### src/rtl/fetch_queue.sv
// Instruction fetch queue between the I-cache and decode: in-order valid/ready FIFO with single-cycle flush.
// Optional fall-through bypass when empty is enabled by defining FETCH_QUEUE_BYPASS_EN.
module fetch_queue #(
  parameter int DEPTH       = 4,
  parameter int PC_WIDTH    = 26,
  parameter int INSTR_WIDTH = 32
) (
  input  logic                     clk,
  input  logic                     rst_n,
  input  logic                     flush,
  input  logic                     in_valid,
  input  logic [PC_WIDTH-1:0]      in_pc,
  input  logic [INSTR_WIDTH-1:0]   in_instr,
  output logic                     in_ready,
  output logic                     out_valid,
  output logic [PC_WIDTH-1:0]      out_pc,
  output logic [INSTR_WIDTH-1:0]   out_instr,
  input  logic                     out_ready,
  output logic [$clog2(DEPTH):0]   count
);

  localparam int AW = $clog2(DEPTH);
  localparam int PW = AW + 1;
  localparam int EW = PC_WIDTH + INSTR_WIDTH;

  generate
    if (DEPTH < 2 || (DEPTH & (DEPTH - 1)) != 0) begin : g_bad_depth
      $error("fetch_queue: DEPTH must be a power of two and at least 2");
    end
  endgenerate

  logic [EW-1:0] storage [DEPTH];
  logic [PW-1:0] rd_ptr;
  logic [PW-1:0] wr_ptr;
  logic          empty;
  logic          full;
  logic          push;
  logic          pop;
  logic [EW-1:0] head;

  assign empty    = (rd_ptr == wr_ptr);
  assign full     = (rd_ptr[AW-1:0] == wr_ptr[AW-1:0]) && (rd_ptr[AW] != wr_ptr[AW]);
  assign in_ready = ~full;
  assign count    = wr_ptr - rd_ptr;
  assign head     = storage[rd_ptr[AW-1:0]];

`ifdef FETCH_QUEUE_BYPASS_EN
  // An empty queue forwards the incoming entry straight to decode; it is only
  // written when decode cannot take it this cycle.
  logic bypass;
  assign bypass    = empty & in_valid & ~flush;
  assign out_valid = ~empty | bypass;
  assign {out_pc, out_instr} = bypass ? {in_pc, in_instr} : head;
  assign pop       = ~empty & out_ready & ~flush;
  assign push      = in_valid & in_ready & ~flush & ~(bypass & out_ready);
`else
  assign out_valid = ~empty;
  assign {out_pc, out_instr} = head;
  assign pop       = out_valid & out_ready & ~flush;
  assign push      = in_valid & in_ready & ~flush;
`endif

  // Contents are deliberately left unreset; only the pointers define occupancy.
  always_ff @(posedge clk) begin
    if (push) begin
      storage[wr_ptr[AW-1:0]] <= {in_pc, in_instr};
    end
  end

  always_ff @(posedge clk) begin
    if (!rst_n || flush) begin
      rd_ptr <= '0;
      wr_ptr <= '0;
    end else begin
      if (push) wr_ptr <= wr_ptr + PW'(1);
      if (pop)  rd_ptr <= rd_ptr + PW'(1);
    end
  end

endmodule

### config.mk
export PLATFORM = sky130hd
export DESIGN_NAME = fetch_queue
export DESIGN_NICKNAME = d
export VERILOG_FILES = /design/src/rtl/fetch_queue.sv
export SDC_FILE = /design/constraint.sdc
export NUM_CORES = 1
export LEC_CHECK = 0
export CAP_MARGIN = 40
export CORE_UTILIZATION = 47
export DETAILED_ROUTE_END_ITERATION = 10
export HOLD_SLACK_MARGIN = 0.03
export PLACE_DENSITY = 0.76
export SKIP_CTS_REPAIR_TIMING = 1
export SYNTH_ARGS = -nofsm -noshare
export SYNTH_HDL_FRONTEND = slang
export SYNTH_SLANG_ARGS = --single-unit
### constraint.sdc
create_clock -name clk -period 8 [get_ports clk]
set_input_delay 1.6 -clock clk [delete_from_list [all_inputs] [get_ports clk]]
set_output_delay 1.6 -clock clk [all_outputs]
set_load 0.05 [all_outputs]
==> flow_summary.ini, run 1 <==
[die]
num_io_pins = 126
dieWidth_um = 139.9
die_y_um = 139.9
rows = 50
core_area_um2 = 18640
die_area_um2 = 19570
start_util = 0.4795

[cts]
tritoncts = done
worstSkewPairLatency_ns = 0.50
root_buffer = clkbuf_16
htree_levels = 1
path_clk_slew_ns = 0.07
numCtsBuffers = 24
cts_buffer_depth = 3
cts.sinks = 240

[route]
drc = 0
num_vias = 4114
drtIter0Drc = 205
routed_wl_um = 15900
vias_per_cell = 5.392
routedWlPerCell_um = 20.83
drt_pass1_iterations = 6
ant_nets = 0

[setup_path]
critPathSlowestCell = clkdlybuf4s50_1
start_kind = flip-flop
cp_data_arrival_time_ns = 3.00
crit_family = buffers and inverters
path_max_fanout = 31
slowest_delay_ns = 0.72
crit_buf_inv = 3
cp.required_ns = 6.40
cp.depth = 4
timing.rr.start = wr_ptr[0]$_SDFFE_PP0P_
reg2reg_to = storage[2][48]$_DFFE_PP_
end_kind = output port
rr_worst_depth = 6
path_cells = buf_4 > buf_16 > mux4_2 > clkdlybuf4s50_1
reg2reg_slack_ns = 5.69
worstSetupPathType = reg -> out

[finish]
antenna_cells = 0
layout_commonest_cell = edfxtp_1
final_cell_mix = edfxtp_1 (232), clkdlybuf4s50_1 (125), mux4_2 (58)
layout-drive-gt1-share = 0.2306
fin_nets = 582
finalNonFillerCells = 763
finish.instance_area_um2 = 11360
area_growth_syn_to_layout_pct = 27.06

[min_path]
min_delay_path_depth = 2
hold_start = wr_ptr[0]$_SDFFE_PP0P_
min_path_type = reg -> reg
min_to = wr_ptr[0]$_SDFFE_PP0P_

[synthesis]
ys_seq_area_frac = 0.7973
ys_top_cells_by_area = edfxtp_1 (78%), mux4_2 (15%), dfxtp_1 (1.8%)
synth_top_area_share = 0.7794
yosys_warnings = 0
synth-seq-cells = 240
yosysTopAreaCell = edfxtp_1
syn_area_um2 = 8939
syn-instance-count = 362
syn_nets = 433
ys_types = 28
syn_avg_cell_area_um2 = 24.69

[outcome]
status = finished clean

[sta]
timing.final.crit_share = 0.5746
finalMaxSlewViolations = 0
period_minus_slack_ns = 4.597
rsz0062_at_grt = no
worst_pin_slew_ns = 0.6372
setup_ws_ns = 3.403
skew_ns = 0.007864
fmax_ghz = 0.2175
relSlewSlack = 0.5743
tns_ns = 0
hold_violations = 0
finalSetupViolCount = 0

[grt]
grt_max_degree = 34
grt_pass1_vias = 4463
grtUsageTotal = 0.1661
antenna_found_initial = 1
grt_pass1_wl_um = 24530
grt-ovfl-total = 0

[power]
power_density_nw_per_um2 = 242.3
p_seq_frac = 0.511
comb_power_share = 0.070
switching_share = 0.2066
peakVddDrop_uv = 170.2
clkPwrFrac = 0.420
p_switching_uw = 568.6
p_int_uw = 2183
finalPower_uw = 2752
p_leak_uw = 0.003611

[flow_run]
drv_cap = 0

[place]
gp_congestion = 0.7712
dp_cells = 719
place_ws_ns = 3.833
place_hpwl_um = 9633
placed_area_um2 = 10520
port_buffers = 125
==> area by class of cell <==
class,count,area [um2]
Tap cell,234,292.8
Fill cell,1301,7286
Clock buffer,27,633.1
Timing Repair Buffer,137,1374
Inverter,8,30.03
Sequential cell,240,7132
Multi-Input combinational cell,100,1692
Clock inverter,17,203.9
==> through the flow <==
| step | utilization | hold slack (ns) |
|---|---|---|
| floorplan | - | 0.4721 |
| global placement | 0.5617 | 0.4804 |
| detailed placement | 0.5643 | 0.4977 |
| CTS | 0.6092 | 0.5121 |
| global route | 0.6092 | 0.5571 |
| finish | 0.6092 | 0.5120 |
==> how the worst max path moves through the flow <==
stage                                    to  slack, ns      start
floorplan           storage[0][0]$_DFFE_PP_       1.45   in_valid
global placement              out_instr[19]       3.66  flip-flop
detailed placement             out_instr[2]       3.83  flip-flop
CTS                            out_instr[2]       3.30  flip-flop
global route                   out_instr[2]       3.22  flip-flop
finish                        out_instr[26]       3.40  flip-flop
==> worst register-to-register path: cells and delay by family (launching register included) <==
family	cells	cell delay [ns]
and+or+nand+nor	2	0.43
AOI/OAI and AO/OA	1	0.16
buffers and inverters	2	0.61
adders and majority gates	1	0.35
DFF	1	0.38
==> kinds of logic after synthesis <==
group,Yosys count,share of synthesized area
AOI/OAI and AO/OA,7,0.007980
xor gates and xnor gates,2,0.002800
adders and majority gates,8,0.01204
buffers and inverters,22,0.01568
DFF,240,0.7973
muxes,63,0.1517
and+or+nand+nor,20,0.01246
==> cell usage after synthesis, drive strengths merged <==
cell type and n:
a211o 2, a211oi 1, a31oi 1, and4 1
buf 14, dfxtp 8, edfxtp 232, fa 1
ha 7, inv 8, mux2i 5, mux4 58
nand2 8, nand2b 2, nand3 1, nor2b 2
nor3b 4, nor4 1, o2111ai 1, o21ai 1
o311ai 1, or2 1, xnor2 2
==> registers in the layout (all words and copies together), names as in the netlist, named ones only <==
name	count
storage	232
rd_ptr	3
wr_ptr	3
==> per-layer routing <==
layer | GRT usage | share of wire | vias to the layer above
li1 | - | - | 1835
met4 | 0.03875 | 0.013 | 0
met2 | 0.2761 | 0.49 | 123
met5 | 0 | 0 | -
met3 | 0.03761 | 0.058 | 20
met1 | 0.2253 | 0.44 | 2136
==> power by group through the flow <==
stage / Clock, uW / Combinational, uW / Sequential, uW
5_1_grt: 1230 / 201 / 1410
2_1_floorplan: 0 / 106 / 1430
6_report: 1160 / 192 / 1410
3_5_place_dp: 0 / 193 / 1430
3_3_place_gp: 0 / 189 / 1430
4_1_cts: 1190 / 194 / 1410
Note: power is estimated with default switching activity, not from simulation.
==> run 2, diff against run 1 <==
Clock period 8 ns to 4.76 ns, I/O delays scaled along.
==> flow_summary.ini, run 2 (synthesis results as in run 1) <==
[grt]
grt-ovfl-total = 0
grt_pass1_vias = 4633
grt_pass1_wl_um = 25150
grt_max_degree = 43
antenna_found_initial = 1
grtUsageTotal = 0.1690

[cts]
cts_buffer_depth = 3
cts.sinks = 240
path_clk_slew_ns = 0.06
root_buffer = clkbuf_16
worstSkewPairLatency_ns = 0.50
htree_levels = 1
numCtsBuffers = 25
tritoncts = done

[finish]
utilization = 0.6053
layout_commonest_cell = edfxtp_1
n_fill_cell = 1305
largest_register_ffs = 232
fin_nets = 581
layout-drive-gt1-share = 0.2140
final_cell_mix = edfxtp_1 (232), clkdlybuf4s50_1 (125), mux4_2 (58)
area_growth_syn_to_layout_pct = 26.25

[place]
port_buffers = 125
gp_congestion = 0.8353
place_hpwl_um = 9539

[die]
num_io_pins = 126
start_util = 0.4795
core_area_um2 = 18640
dieWidth_um = 139.9
rows = 50
die_y_um = 139.9
die_area_um2 = 19570

[sta]
skew_ns = 0.01135
whs_ns = 0.5345
period_minus_slack_ns = 3.892
timing.final.crit_share = 0.8176
fmax_ghz = 0.2569
finalSetupViolCount = 0
worst_pin_slew_ns = 0.6758
relSlewSlack = 0.5495
hold_violations = 0
rsz0062_at_grt = no
finalMaxSlewViolations = 0

[min_path]
hold_start = wr_ptr[0]$_SDFFE_PP0P_
min_path_type = reg -> reg
min_to = wr_ptr[0]$_SDFFE_PP0P_
min_delay_path_depth = 2

[power]
power_density_nw_per_um2 = 401.6
p_leak_uw = 0.003576
peakVddDrop_uv = 300.5

[setup_path]
start_kind = flip-flop
rr_worst_depth = 6
slowest_delay_ns = 0.79
path_cells = buf_12 > mux4_2 > clkdlybuf4s50_1
end_kind = output port
cp.required_ns = 3.81
worstSetupPathType = reg -> out
path_max_fanout = 32
timing.rr.start = wr_ptr[0]$_SDFFE_PP0P_
critPathSlowestCell = dfxtp_4
reg2reg_to = storage[0][33]$_DFFE_PP_
reg2reg_slack_ns = 2.39
cp_data_arrival_time_ns = 2.94

[route]
vias_per_cell = 5.476
drt_pass1_iterations = 4
routed_wl_um = 16120
routedWlPerCell_um = 21.12
num_vias = 4178
drtIter0Drc = 209
drc = 0
ant_nets = 0

[outcome]
status = finished clean

[flow_run]
drv_cap = 0
## run 2: cell count changes in the layout (fill, tap and decap cells not counted), moves of 2 or more
| cell | previous run | this run |
|---|---|---|
| buf_4 | 10 | 8 |
| bufinv_16 | 4 | 2 |
| clkbuf_1 | 2 | 8 |
| clkbuf_8 | 0 | 2 |
| clkinv_1 | 0 | 2 |
| clkinv_2 | 7 | 5 |
| clkinvlp_4 | 3 | 0 |
## run 2: final cells by class
| cell class | count | area, um2 | area share |
|---|---|---|---|
| flip-flops and latches | 240 | 7132 | 0.6320 |
| multi-input cells | 100 | 1692 | 0.1499 |
| repair buffers | 135 | 1351 | 0.1197 |
| clock buffers | 35 | 683.2 | 0.06054 |
| well taps | 234 | 292.8 | 0.02595 |
| clock inverters | 10 | 101.3 | 0.008981 |
| inverters | 8 | 30.03 | 0.002661 |
| diodes | 1 | 2.502 | 0.0002218 |
## run 2: worst max path at each step
stage,to,startpoint,depth (start not counted)
global route,out_instr[24],flip-flop,3
CTS,out_instr[24],flip-flop,3
floorplan,storage[0][0]$_DFFE_PP_,in_valid,2
global placement,out_instr[24],flip-flop,3
detailed placement,out_pc[8],flip-flop,3
finish,out_instr[24],flip-flop,3
## run 2: power breakdown
part / switching, uW / internal [uW] / total (uW)
logic: 187 / 133 / 320
clock network: 739 / 1110 / 1850
registers: 12.4 / 2350 / 2370
total: 938 / 3590 / 4530
## run 2: critical path: cells and delay by family, from the launching register on
| kind | cells | cell delay (ns) |
|---|---|---|
| buf+inv | 2 | 1.07 |
| flops | 1 | 0.79 |
| mux | 1 | 0.56 |
## run 2: metal layers
layer / routed length (um) / share of wire / global-route usage / vias up
li1: - / - / - / 1833
met1: 7131 / 0.44 / 0.2289 / 2183
met2: 7875 / 0.49 / 0.2837 / 140
met3: 902 / 0.056 / 0.03590 / 22
met4: 209 / 0.013 / 0.03817 / 0
met5: 0 / 0 / 0 / -
## run 2: stage by stage
stage	cells	setup slack (ns)	total power [uW]	setup TNS, ns	area [um2]
finish	763	0.8680	4532	0	11280
global route	762	0.6859	4663	0	11280
CTS	762	0.7779	4575	0	11280
detailed placement	717	1.340	2732	0	10500
global placement	717	1.346	2722	0	10500
floorplan	362	-1.144	2587	-264.41	8939
